<file path="src/rtl/line_compose_ctrl.sv">
// Scanline composition sequencer: clears the line buffer, walks the layer
// descriptor table and drives tile fetch plus read-modify-write through the combiner.
//
// state     | meaning
// ----------+---------------------------------------------------------
// IDLE      | waiting for line_start
// CLEAR     | zero one line-buffer word per cycle
// DESC      | descriptor read strobe for layer L
// DESC_WAIT | latch descriptor fields, skip layer if disabled
// FETCH     | tile word request held until ack
// RD_HI     | read line-buffer word 2t
// WR_HI     | write combined upper-half result to word 2t
// RD_LO     | read line-buffer word 2t+1
// WR_LO     | write combined lower-half result, advance tile or layer
// DONE      | one-cycle line_done pulse
module line_compose_ctrl #(
    parameter int LINE_WORDS = 160,
    parameter int NUM_LAYERS = 4
) (
    input  logic        clk,
    input  logic        reset,
    input  logic        line_start,
    output logic        busy,
    output logic        line_done,
    output logic        desc_rd,
    output logic [3:0]  desc_addr,
    input  logic [23:0] desc_data,
    output logic        tile_req,
    output logic [13:0] tile_addr,
    input  logic        tile_ack,
    input  logic [31:0] tile_data,
    output logic [7:0]  lb_addr,
    output logic        lb_rd,
    output logic        lb_wr,
    output logic [47:0] lb_wdata,
    input  logic [47:0] cmb_result,
    output logic        cmb_first,
    output logic [1:0]  cmb_offset,
    output logic [1:0]  cmb_z,
    output logic [4:0]  cmb_palette,
    output logic [31:0] cmb_tile,
    output logic [11:0] cmb_previous
);

    typedef enum logic [3:0] {
        IDLE, CLEAR, DESC, DESC_WAIT, FETCH, RD_HI, WR_HI, RD_LO, WR_LO, DONE
    } state_t;

    localparam logic [7:0] LAST_WORD  = 8'(LINE_WORDS - 1);
    localparam logic [6:0] LAST_TILE  = 7'(LINE_WORDS / 2 - 1);
    localparam logic [3:0] LAST_LAYER = 4'(NUM_LAYERS - 1);

    state_t      state_q, state_d;
    logic [7:0]  w_q, w_d;
    logic [6:0]  t_q, t_d;
    logic [3:0]  layer_q, layer_d;
    logic [1:0]  z_q, z_d;
    logic [4:0]  pal_q, pal_d;
    logic [1:0]  off_q, off_d;
    logic [13:0] base_q, base_d;
    logic [31:0] tile_q, tile_d;
    logic [11:0] prev_q, prev_d;

    logic        busy_q, busy_d;
    logic        line_done_q, line_done_d;
    logic        desc_rd_q, desc_rd_d;
    logic [3:0]  desc_addr_q, desc_addr_d;
    logic        tile_req_q, tile_req_d;
    logic [13:0] tile_addr_q, tile_addr_d;
    logic [7:0]  lb_addr_q, lb_addr_d;
    logic        lb_rd_q, lb_rd_d;
    logic        lb_wr_q, lb_wr_d;
    logic        cmb_first_q, cmb_first_d;
    logic        wsel_q, wsel_d;
    logic        advance;

    always_comb begin
        state_d = state_q;
        w_d     = w_q;
        t_d     = t_q;
        layer_d = layer_q;
        z_d     = z_q;
        pal_d   = pal_q;
        off_d   = off_q;
        base_d  = base_q;
        tile_d  = tile_q;
        prev_d  = prev_q;
        advance = 1'b0;

        case (state_q)
            IDLE: begin
                if (line_start) begin
                    state_d = CLEAR;
                    w_d     = '0;
                end
            end
            CLEAR: begin
                if (w_q == LAST_WORD) begin
                    state_d = DESC;
                    layer_d = '0;
                end else begin
                    w_d = w_q + 8'd1;
                end
            end
            DESC: state_d = DESC_WAIT;
            DESC_WAIT: begin
                z_d    = desc_data[22:21];
                pal_d  = desc_data[20:16];
                off_d  = desc_data[15:14];
                base_d = desc_data[13:0];
                prev_d = '0;
                t_d    = '0;
                if (desc_data[23]) state_d = FETCH;
                else               advance = 1'b1;
            end
            FETCH: begin
                if (tile_ack) begin
                    tile_d  = tile_data;
                    state_d = RD_HI;
                end
            end
            RD_HI: state_d = WR_HI;
            WR_HI: state_d = RD_LO;
            RD_LO: state_d = WR_LO;
            WR_LO: begin
                prev_d = tile_q[31:20];
                if (t_q == LAST_TILE) begin
                    advance = 1'b1;
                end else begin
                    t_d     = t_q + 7'd1;
                    state_d = FETCH;
                end
            end
            DONE: state_d = IDLE;
            default: state_d = IDLE;
        endcase

        if (advance) begin
            if (layer_q == LAST_LAYER) begin
                state_d = DONE;
            end else begin
                layer_d = layer_q + 4'd1;
                state_d = DESC;
            end
        end

        // Outputs are derived from the next state so they register in step with it.
        busy_d      = (state_d != IDLE);
        line_done_d = (state_d == DONE);
        desc_rd_d   = (state_d == DESC);
        desc_addr_d = (state_d == DESC) ? layer_d : desc_addr_q;
        tile_req_d  = (state_d == FETCH);
        tile_addr_d = (state_d == FETCH) ? 14'(base_d + 14'(t_d)) : tile_addr_q;
        lb_rd_d     = (state_d == RD_HI) || (state_d == RD_LO);
        lb_wr_d     = (state_d == CLEAR) || (state_d == WR_HI) || (state_d == WR_LO);
        cmb_first_d = (state_d == WR_HI);
        wsel_d      = (state_d == WR_HI) || (state_d == WR_LO);

        case (state_d)
            CLEAR:        lb_addr_d = w_d;
            RD_HI, WR_HI: lb_addr_d = {t_d, 1'b0};
            RD_LO, WR_LO: lb_addr_d = {t_d, 1'b1};
            default:      lb_addr_d = lb_addr_q;
        endcase
    end

    always_ff @(posedge clk) begin
        if (reset) begin
            state_q     <= IDLE;
            w_q         <= '0;
            t_q         <= '0;
            layer_q     <= '0;
            z_q         <= '0;
            pal_q       <= '0;
            off_q       <= '0;
            base_q      <= '0;
            tile_q      <= '0;
            prev_q      <= '0;
            busy_q      <= 1'b0;
            line_done_q <= 1'b0;
            desc_rd_q   <= 1'b0;
            desc_addr_q <= '0;
            tile_req_q  <= 1'b0;
            tile_addr_q <= '0;
            lb_addr_q   <= '0;
            lb_rd_q     <= 1'b0;
            lb_wr_q     <= 1'b0;
            cmb_first_q <= 1'b0;
            wsel_q      <= 1'b0;
        end else begin
            state_q     <= state_d;
            w_q         <= w_d;
            t_q         <= t_d;
            layer_q     <= layer_d;
            z_q         <= z_d;
            pal_q       <= pal_d;
            off_q       <= off_d;
            base_q      <= base_d;
            tile_q      <= tile_d;
            prev_q      <= prev_d;
            busy_q      <= busy_d;
            line_done_q <= line_done_d;
            desc_rd_q   <= desc_rd_d;
            desc_addr_q <= desc_addr_d;
            tile_req_q  <= tile_req_d;
            tile_addr_q <= tile_addr_d;
            lb_addr_q   <= lb_addr_d;
            lb_rd_q     <= lb_rd_d;
            lb_wr_q     <= lb_wr_d;
            cmb_first_q <= cmb_first_d;
            wsel_q      <= wsel_d;
        end
    end

    assign busy         = busy_q;
    assign line_done    = line_done_q;
    assign desc_rd      = desc_rd_q;
    assign desc_addr    = desc_addr_q;
    assign tile_req     = tile_req_q;
    assign tile_addr    = tile_addr_q;
    assign lb_addr      = lb_addr_q;
    assign lb_rd        = lb_rd_q;
    assign lb_wr        = lb_wr_q;
    // Clear writes carry zero; combine writes pass the combiner result straight through.
    assign lb_wdata     = wsel_q ? cmb_result : '0;
    assign cmb_first    = cmb_first_q;
    assign cmb_offset   = off_q;
    assign cmb_z        = z_q;
    assign cmb_palette  = pal_q;
    assign cmb_tile     = tile_q;
    assign cmb_previous = prev_q;

endmodule

</file>
<file path="config.mk">
export PLATFORM = sky130hd
export DESIGN_NAME = line_compose_ctrl
export DESIGN_NICKNAME = d
export VERILOG_FILES = /design/src/rtl/line_compose_ctrl.sv
export SDC_FILE = /design/constraint.sdc
export NUM_CORES = 1
export LEC_CHECK = 0
export BUFFER_PORTS_ARGS = -buffer_cell sky130_fd_sc_hd__buf_4
export CAP_MARGIN = 5
export CORE_MARGIN = 3
export CORE_UTILIZATION = 50
export CTS_BUF_LIST = sky130_fd_sc_hd__clkbuf_4 sky130_fd_sc_hd__clkbuf_8
export DETAILED_ROUTE_END_ITERATION = 10
export PLACE_DENSITY_LB_ADDON = 0.1
export SKIP_LAST_GASP = 1
export SYNTH_ARGS = -nofsm -noshare
export SYNTH_HDL_FRONTEND = slang
export SYNTH_SLANG_ARGS = --single-unit
</file>
<file path="constraint.sdc">
create_clock -name clk -period 4.7 [get_ports clk]
set_input_delay 0.47 -clock clk [delete_from_list [all_inputs] [get_ports clk]]
set_output_delay 0.47 -clock clk [all_outputs]
set_load 0.05 [all_outputs]
</file>
Word-level counts from Yosys, hierarchy flattened
Cells that the tools add are included.
{ "op_classes": {"add_sub_neg": 4, "n_eq_ne": 19, "muxes": 24, "reduce_logical": 11} }
{ "op_table": {"columns": ["operator", "n"], "rows": [
  ["$mux 48", 1],
  ["$mux 4", 11],
  ["$pmux 4 s9", 1],
  ["$eq 4x3->1 const B", 8],
  ["$pmux 12 s2", 1],
  ["$pmux 8 s3", 1],
  ["$eq 4x2->1 const B", 4],
  ["$mux 8", 2],
  ["$pmux 8 s2", 1],
  ["$add 14x7->14", 1],
  ["$mux 14", 1],
  ["$pmux 7 s2", 1],
  ["$eq 4x4->1 const B", 3],
  ["$add 8x1->8 const B", 1],
  ["$eq 4x1->1 const B", 2],
  ["$eq 8x8->1 const B", 1],
  ["$add 7x1->7 const B", 1],
  ["$eq 7x7->1 const B", 1],
  ["$mux 7", 1],
  ["$add 4x1->4 const B", 1],
  ["$logic_not 4->1", 1],
  ["$logic_or 1x1->1", 4],
  ["$reduce_bool 4->1", 1],
  ["$reduce_or 2->1", 2],
  ["other kinds (5)", 6]
]} }
{ "word_totals": {"register_bits": 124, "out_inout_bits": 134} }

Depth between registers and ports, before layout
Gate-level depths: netlist of run 1.
{ "depth": {"depth_word": 7, "mapped_depth": 15} }

Worst setup path before layout of run 1
Ideal clock, no wire load.
{ "synth_path": {"path_type": "reg2reg", "from": "reg state_q[1]", "to": "reg tile_addr_q[6] (netlist: tile_addr[6])", "setup_ns": 0.071, "arrival_ns": 3.200, "slack_ns": 1.429, "stages_incl_launch_ff": 14, "n_path_buf": 4, "period_less_slack_ns": 3.271, "cell_sequence": "dfxtp_1 buf_2 nor4bb_2 buf_4 buf_2 clkbuf_1 nor3_1 ha_1 nor2b_1 o31a_1 o21a_1 o21ai_0 or3b_1 a21oi_1"} }
{ "synth_rtl": {"columns": ["element", "line_no", "rtl"], "rows": [
  ["from (decl)", "53", "state_t state_q, state_d;"],
  ["from (signal assigned)", "191", "state_q <= state_d;"],
  ["$eq 4x4->1 / $eq 4x2->1 (equally long branches)", "90", "case (state_q)"],
  ["$pmux 7 s2 (*)", "90", null],
  ["net t_d[2]", "55", "logic [6:0] t_q, t_d;"],
  ["$add 14x7->14 (*)", "153", "tile_addr_d = (state_d == FETCH) ? 14'(base_d + 14'(t_d)) : tile_addr_q;"],
  ["to (signal assigned)", "206", "tile_addr_q <= tile_addr_d;"],
  ["to (decl)", "69", "logic [13:0] tile_addr_q, tile_addr_d;"]
]} }
The timed path passes the listed nets; every way through them passes the cells marked *.
A chain may end at the register's enable or synchronous reset.

Worst setup path in the final report of run 1
{ "layout_path": {"from": "reg state_q[1]", "to": "reg tile_addr_q[13] (netlist: tile_addr[13])"} }
{ "layout_rtl": {"columns": ["element", "line_no", "rtl"], "rows": [
  ["$eq 4x2->1", "90", null],
  ["$mux 14", "90", null],
  ["net base_d[1]", "60", "logic [13:0] base_q, base_d;"],
  ["$add 14x7->14", "153", null]
]} }
The timed path passes the listed nets, and every way through them passes these cells.

==> results of run 1 <==
==> routing by layer <==
layer  global-route usage, %  part of all wire [%]  wire length [µm]  up-vias
met5                       0                     0                 0        -
met4                    6.97                   1.3               229        0
li1                        -                     -                 -     2892
met1                    33.4                    41              7270     2758
met2                    43.5                    49              8740      221
met3                    8.46                   8.2              1450       24
==> logic make-up after synthesis <==
kind of cell             count (synthesis)
AND/OR/NAND/NOR                        319
AO/OA/AOI/OAI                          167
adder cells (fa/ha/maj)                 11
multiplexers                            19
buffers and inverters                   53
flip-flops                             124
XOR/XNOR                                12
==> where the power goes <==
| group | switching [µW] | internal, µW |
|---|---|---|
| combinational | 66.1 | 78.0 |
| sequential | 7.60 | 1060 |
| clock | 422 | 554 |
| total | 496 | 1690 |
==> worst min-delay path: cells and delay by family <==
kind	cells	cell delay, ns
AOI/OAI and AO/OA	1	0.05
buffers and inverters	1	0.11
and+or+nand+nor	1	0.04
==> registers in the layout, summed over array words and instances, names as in the netlist <==
| signal | flops |
|---|---|
| cmb_tile | 32 |
| cmb_z | 2 |
| w_q | 8 |
| state_q | 4 |
| desc_addr | 4 |
| cmb_palette | 5 |
| cmb_previous | 12 |
| tile_req | 1 |
| t_q | 7 |
| line_done | 1 |
| lb_addr | 8 |
| tile_addr | 14 |
| lb_wr | 1 |
| layer_q | 4 |
| wsel_q | 1 |
| base_q | 14 |
| busy | 1 |
| lb_rd | 1 |
| cmb_offset | 2 |
| desc_rd | 1 |
| cmb_first | 1 |
==> synthesized netlist by cell type (11+ instances only) <==
| cell | instances | share of area (%) |
|---|---|---|
| and2_1 | 55 | 5.9 |
| dfxtp_1 | 124 | 42 |
| a22oi_1 | 13 | 1.7 |
| nor2_1 | 62 | 4.0 |
| clkbuf_1 | 30 | 1.9 |
| nand3_1 | 17 | 1.5 |
| nor3_1 | 13 | 1.1 |
| nand2_1 | 123 | 7.9 |
| mux2i_1 | 16 | 2.7 |
| a21oi_1 | 74 | 6.3 |
| inv_1 | 13 | 0.83 |
| o21ai_1 | 11 | 0.94 |
==> cell type report <==
cell class / instances / area share [%]
multi-input combinational: 528 / 38.9
sequential: 124 / 30.6
timing repair buffer: 245 / 22.6
clock buffer: 20 / 3.31
tap: 140 / 2.16
clock inverter: 11 / 1.77
inverter: 13 / 0.601
==> metrics by stage <==
| step | utilization (%) | power, µW | std cells |
|---|---|---|---|
| floorplan | - | 1140 | 705 |
| global placement | 69.3 | 1230 | 1050 |
| detailed placement | 69.3 | 1230 | 1050 |
| CTS | 73.0 | 2190 | 1081 |
| global route | 73.0 | 2250 | 1081 |
| finish | 73.0 | 2180 | 1081 |
==> final timing paths <==
kind / start / endpoint / slack (ns)
setup / recovery: state_q[1]$_SDFF_PP0_ / tile_addr[13]$_SDFFE_PP0P_ / 0.92
hold / removal: tile_data[3] / cmb_tile[3]$_SDFFE_PP0P_ / 0.28
hold reg to reg: cmb_tile[18]$_SDFFE_PP0P_ / cmb_tile[18]$_SDFFE_PP0P_ / 0.46
setup reg to reg: state_q[1]$_SDFF_PP0_ / tile_addr[13]$_SDFFE_PP0P_ / 0.92
==> placed cells by master (no fill, tap or decap), types with 8 or more instances in the layout <==
master	instances
mux2i_1	16
a21oi_1	74
nor2b_1	8
nand3_1	17
buf_4	245
clkbuf_8	19
nand2_1	123
o21ai_1	11
o21a_1	9
nor2_1	62
and2_1	55
ha_1	10
o21ai_0	9
a22oi_1	13
dfxtp_1	124
xnor2_1	8
nor3_1	13
inv_1	13
==> qor.csv, run 1 <==
metric,value,unit
grt_overflow,0,
h-tree-depth,4,
synth_cell_types,72,
grt_start_max_net_pins,71,
critPathMaxStageDelay,0.78,ns
post-place-ws,0.971,ns
worstPathRequired,5.02,ns
cts_resized,0,
period_share,80.4,%
status,completed,
hp-class,primary input to flip-flop,
synth_edf_count,0,
die-height,114,µm
antenna_left,0,
postLayoutSetupSlackWorst,0.919,ns
cts_max_path_buffers,2,
nets,1048,
place_congestion,0.964,
via_count,5895,
critical_path.slowest_cell,dfxtp_1,
avgSynthCellArea,8.31,µm²
grt_first_pass_wirelength,28000,µm
worst_slew_pin_slew,1.19,ns
final_area,0.00812,mm²
period_needed,3.78,ns
detail_route.wl_per_cell,16.4,µm
die_x,114,µm
antenna_found_initial,0,
crit_chain,nor4bb_4 -> buf_4 -> mux2i_1 -> inv_1 -> ha_1 -> a211oi_1 -> o21bai_1 -> o22ai_1 -> nor3_1 -> xnor2_1 -> a22o_1,
io_buffers,241,
netlist_area,0.00586,mm²
fillers,897,
die_area,0.0131,mm²
p_per_area,269,mW/mm²
synth_top_family_by_area,simple AND/OR/NAND/NOR gates,
cp-start-kind,flip-flop,
clockRootBuffer,clkbuf_8,
drv_slew,0,
track_usage,26.4,%
cp_max_fo,29,
drive_gt1_share,31.9,%
rsz0062_at_grt,no,
post-cts-setup-buffers,0,
placed_area,0.00771,mm²
synth_xor_area_share,1.79,%
cp.arrival,4.10,ns
timing.setup.tns,0,ns
drv_cap,0,
crit_type,flip-flop to flip-flop,
max_slew_margin,20.7,%
irDropWorstVdd,303,µV
synthAdderAreaFrac,2.48,%
clk_pin_slew_worst_paths,0.07,ns
synthSimpleGateAreaFrac,27.2,%
hold_viol_final,0,
r2r_cells,11,
ios,242,
crit_cells,11,
leakage,0.00361,µW
cts_tree,done,
grt_pass1_vias,5688,
max_freq,264,MHz
crit_path_end_kind,flip-flop,
finalSetupViolCount,0,
drc,0,
synth_compound_area_share,19.0,%
synthArstFlopShare,0,%
register_area,0.00248,mm²
clock_latency,0.43,ns
hold_buffers,0,
critPathTopFamily,compound AO/OA/AOI/OAI gates,
multi_input_area,0.00316,mm²
final.setup_skew,0.00962,ns
fp-row-count,38,
finalWirelength,17700,µm
synth-seq-area-share,42.4,%
antennaDiodeCount,0,
drt-initial-drc-count,336,
whs,0.281,ns
cts.sinks,124,
cts_inserted_buffers,17,
synth_cells,705,
initial_core_util,52.7,%
cp_num_buf_inv,2,
ys_ff_latch,124,
synthFlopType,dfxtp_1,
coreArea,0.0111,mm²
vias_per_cell,5.45,
syn-num-nets,824,
yosysWarnings,0,
muxShareOfSynthArea,3.31,%
area_growth,38.6,%
first_pass_iters,5,
dp_hpwl,13300,µm
hold_depth,3,
(Power assumes the default switching activity.)
==> inputs of run 2 (changes only) <==
==> constraint.sdc (replaced) <==
create_clock -name clk -period 3.9 [get_ports clk]
set_input_delay 0.39 -clock clk [delete_from_list [all_inputs] [get_ports clk]]
set_output_delay 0.39 -clock clk [all_outputs]
set_load 0.05 [all_outputs]
==> run 2 against run 1 <==
First-iteration DRC count rose by 24%. Clock skew about the same. Fmax up 6.9%. Clock power grew 20%. Combinational power rose by 20%. Largest cell class unchanged.
==> qor.csv, run 2 (synthesis results as in run 1) <==
metric,value,unit,change
status,completed,,unchanged
finalSetupViolCount,0,,unchanged
antenna_left,0,,unchanged
r2r_cells,12,,was 11
fp-row-count,38,,unchanged
final_cell_mix,"buf_4 (254), dfxtp_1 (124), nand2_1 (123)",,"was buf_4 (245), dfxtp_1 (124), nand2_1 (123)"
p_per_area,320,mW/mm²,was 269 mW/mm²
hold_buffers,0,,unchanged
initial_core_util,52.7,%,unchanged
die_x,114,µm,unchanged
vias_per_cell,5.36,,was 5.45
timing.rr.end,tile_addr[6]$_SDFFE_PP0P_,,was tile_addr[13]$_SDFFE_PP0P_
antennaDiodeCount,0,,unchanged
io_buffers,241,,unchanged
grt_first_pass_wirelength,28000,µm,about the same
fillers,873,,was 897
hp-class,primary input to flip-flop,,unchanged
cp-start-kind,flip-flop,,unchanged
irDropWorstVdd,398,µV,was 303 µV
period_share,90.7,%,was 80.4%
track_usage,26.7,%,was 26.4%
min_from,tile_data[24],,was tile_data[3]
hold_viol_final,0,,unchanged
final.setup_skew,0.00999,ns,was 0.00962 ns
critPathMaxStageDelay,0.79,ns,was 0.78 ns
place_congestion,0.907,,was 0.964
r2r-start,state_q[0]$_SDFF_PP0_,,was state_q[1]$_SDFF_PP0_
cp_max_fo,23,,was 29
worst_slew_pin_slew,1.08,ns,was 1.19 ns
hold_depth,3,,unchanged
register_area,0.00248,mm²,unchanged
cts.sinks,124,,unchanged
dp_hpwl,13100,µm,was 13300 µm
via_count,5844,,was 5895
detail_route.wl_per_cell,16.2,µm,was 16.4 µm
area_growth,39.6,%,was 38.6%
finalWirelength,17700,µm,about the same
timing.setup.tns,0,ns,unchanged
cts_resized,0,,unchanged
worstPathRequired,4.28,ns,was 5.02 ns
r2r_slack,0.36,ns,was 0.92 ns
leakage,0.00364,µW,was 0.00361 µW
drt-initial-drc-count,416,,was 336
die-height,114,µm,unchanged
coreArea,0.0111,mm²,unchanged
clk_pin_slew_worst_paths,0.08,ns,was 0.07 ns
cp.arrival,3.91,ns,was 4.10 ns
grt_start_max_net_pins,61,,was 71
multi_input_area,0.00316,mm²,unchanged
cts_max_path_buffers,2,,unchanged
period_needed,3.54,ns,was 3.78 ns
crit_path_end_kind,flip-flop,,unchanged
drive_gt1_share,32.6,%,was 31.9%
antenna_found_initial,0,,unchanged
drc,0,,unchanged
crit_type,flip-flop to flip-flop,,unchanged
post-cts-setup-buffers,0,,unchanged
min_to,cmb_tile[24]$_SDFFE_PP0P_,,was cmb_tile[3]$_SDFFE_PP0P_
cts_tree,done,,unchanged
max_slew_margin,28.1,%,was 20.7%
grt_overflow,0,,unchanged
critical_path.slowest_cell,dfxtp_1,,unchanged
critPathTopFamily,simple AND/OR/NAND/NOR gates,,was compound AO/OA/AOI/OAI gates
whs,0.181,ns,was 0.281 ns
largest_reg_flops,32,,unchanged
rsz0062_at_grt,no,,unchanged
h-tree-depth,4,,unchanged
grt_pass1_vias,5733,,was 5688
drv_cap,0,,unchanged
drv_slew,0,,unchanged
clockRootBuffer,clkbuf_8,,unchanged
max_freq,283,MHz,was 264 MHz
final_common_cell,buf_4,,unchanged
first_pass_iters,5,,unchanged
ios,242,,unchanged
final_util,73.5,%,was 73.0%
cp_num_buf_inv,2,,unchanged
nets,1057,,was 1048
cts_inserted_buffers,17,,unchanged
crit_chain,nor4bb_4 -> buf_4 -> buf_4 -> nand2_1 -> nand2_1 -> ha_1 -> nor2b_1 -> o31a_1 -> o21a_1 -> o21ai_0 -> or3b_1 -> a21oi_1,,was nor4bb_4 -> buf_4 -> mux2i_1 -> inv_1 -> ha_1 -> a211oi_1 -> o21bai_1 -> o22ai_1 -> nor3_1 -> xnor2_1 -> a22o_1
die_area,0.0131,mm²,unchanged
clock_latency,0.45,ns,was 0.43 ns
## run 2: worst max-delay path by stage
stage               cells after the start                          to                  start
floorplan                              13   tile_addr[6]$_SDFFE_PP0P_  state_q[1]$_SDFF_PP0_
global placement                       11  tile_addr[13]$_SDFFE_PP0P_  state_q[0]$_SDFF_PP0_
detailed placement                     12   tile_addr[6]$_SDFFE_PP0P_  state_q[0]$_SDFF_PP0_
CTS                                    12   tile_addr[6]$_SDFFE_PP0P_  state_q[0]$_SDFF_PP0_
global route                           12   tile_addr[6]$_SDFFE_PP0P_  state_q[0]$_SDFF_PP0_
finish                                 12   tile_addr[6]$_SDFFE_PP0P_  state_q[0]$_SDFF_PP0_
## run 2: worst register-to-register path, stage by stage (launching register included)
cell	delay (ns)
dfxtp_1	0.79
nor4bb_4	0.36
buf_4	0.25
buf_4	0.28
nand2_1	0.10
nand2_1	0.08
ha_1	0.27
nor2b_1	0.16
o31a_1	0.31
o21a_1	0.21
o21ai_0	0.13
or3b_1	0.37
a21oi_1	0.14
## run 2: cell type report
cell class	instances	area share [%]
clock buffer	17	2.86
clock inverter	15	2.11
sequential	124	30.3
tap	140	2.14
inverter	13	0.596
multi-input combinational	528	38.7
timing repair buffer	254	23.3
## run 2: where the power goes
part | internal, µW | switching (µW) | total, µW | leakage (µW)
Sequential | 1270 | 9.13 | 1280 | 0.00100
Combinational | 94.0 | 79.3 | 173 | 0.00244
Clock | 630 | 538 | 1170 | 0.000202
Total | 1990 | 626 | 2620 | 0.00364
## run 2: through the flow
stage                     total power, µW  std cells  instance area (µm²)  setup slack [ns]
after floorplan                      1380        705                 5860             0.629
after global placement               1480       1059                 7780             0.539
after detailed placement             1480       1059                 7780             0.467
after CTS                            2640       1091                 8180             0.391
after global routing                 2700       1091                 8180             0.143
final                                2620       1091                 8180             0.365
## run 2: metal layers
metal / global-route usage, % / vias to the layer above / part of all wire, %
met4: 8.31 / 0 / 1.3
met3: 8.77 / 17 / 6.8
met2: 43.3 / 172 / 50
met1: 33.9 / 2749 / 42
li1: - / 2906 / -
met5: 0 / - / 0
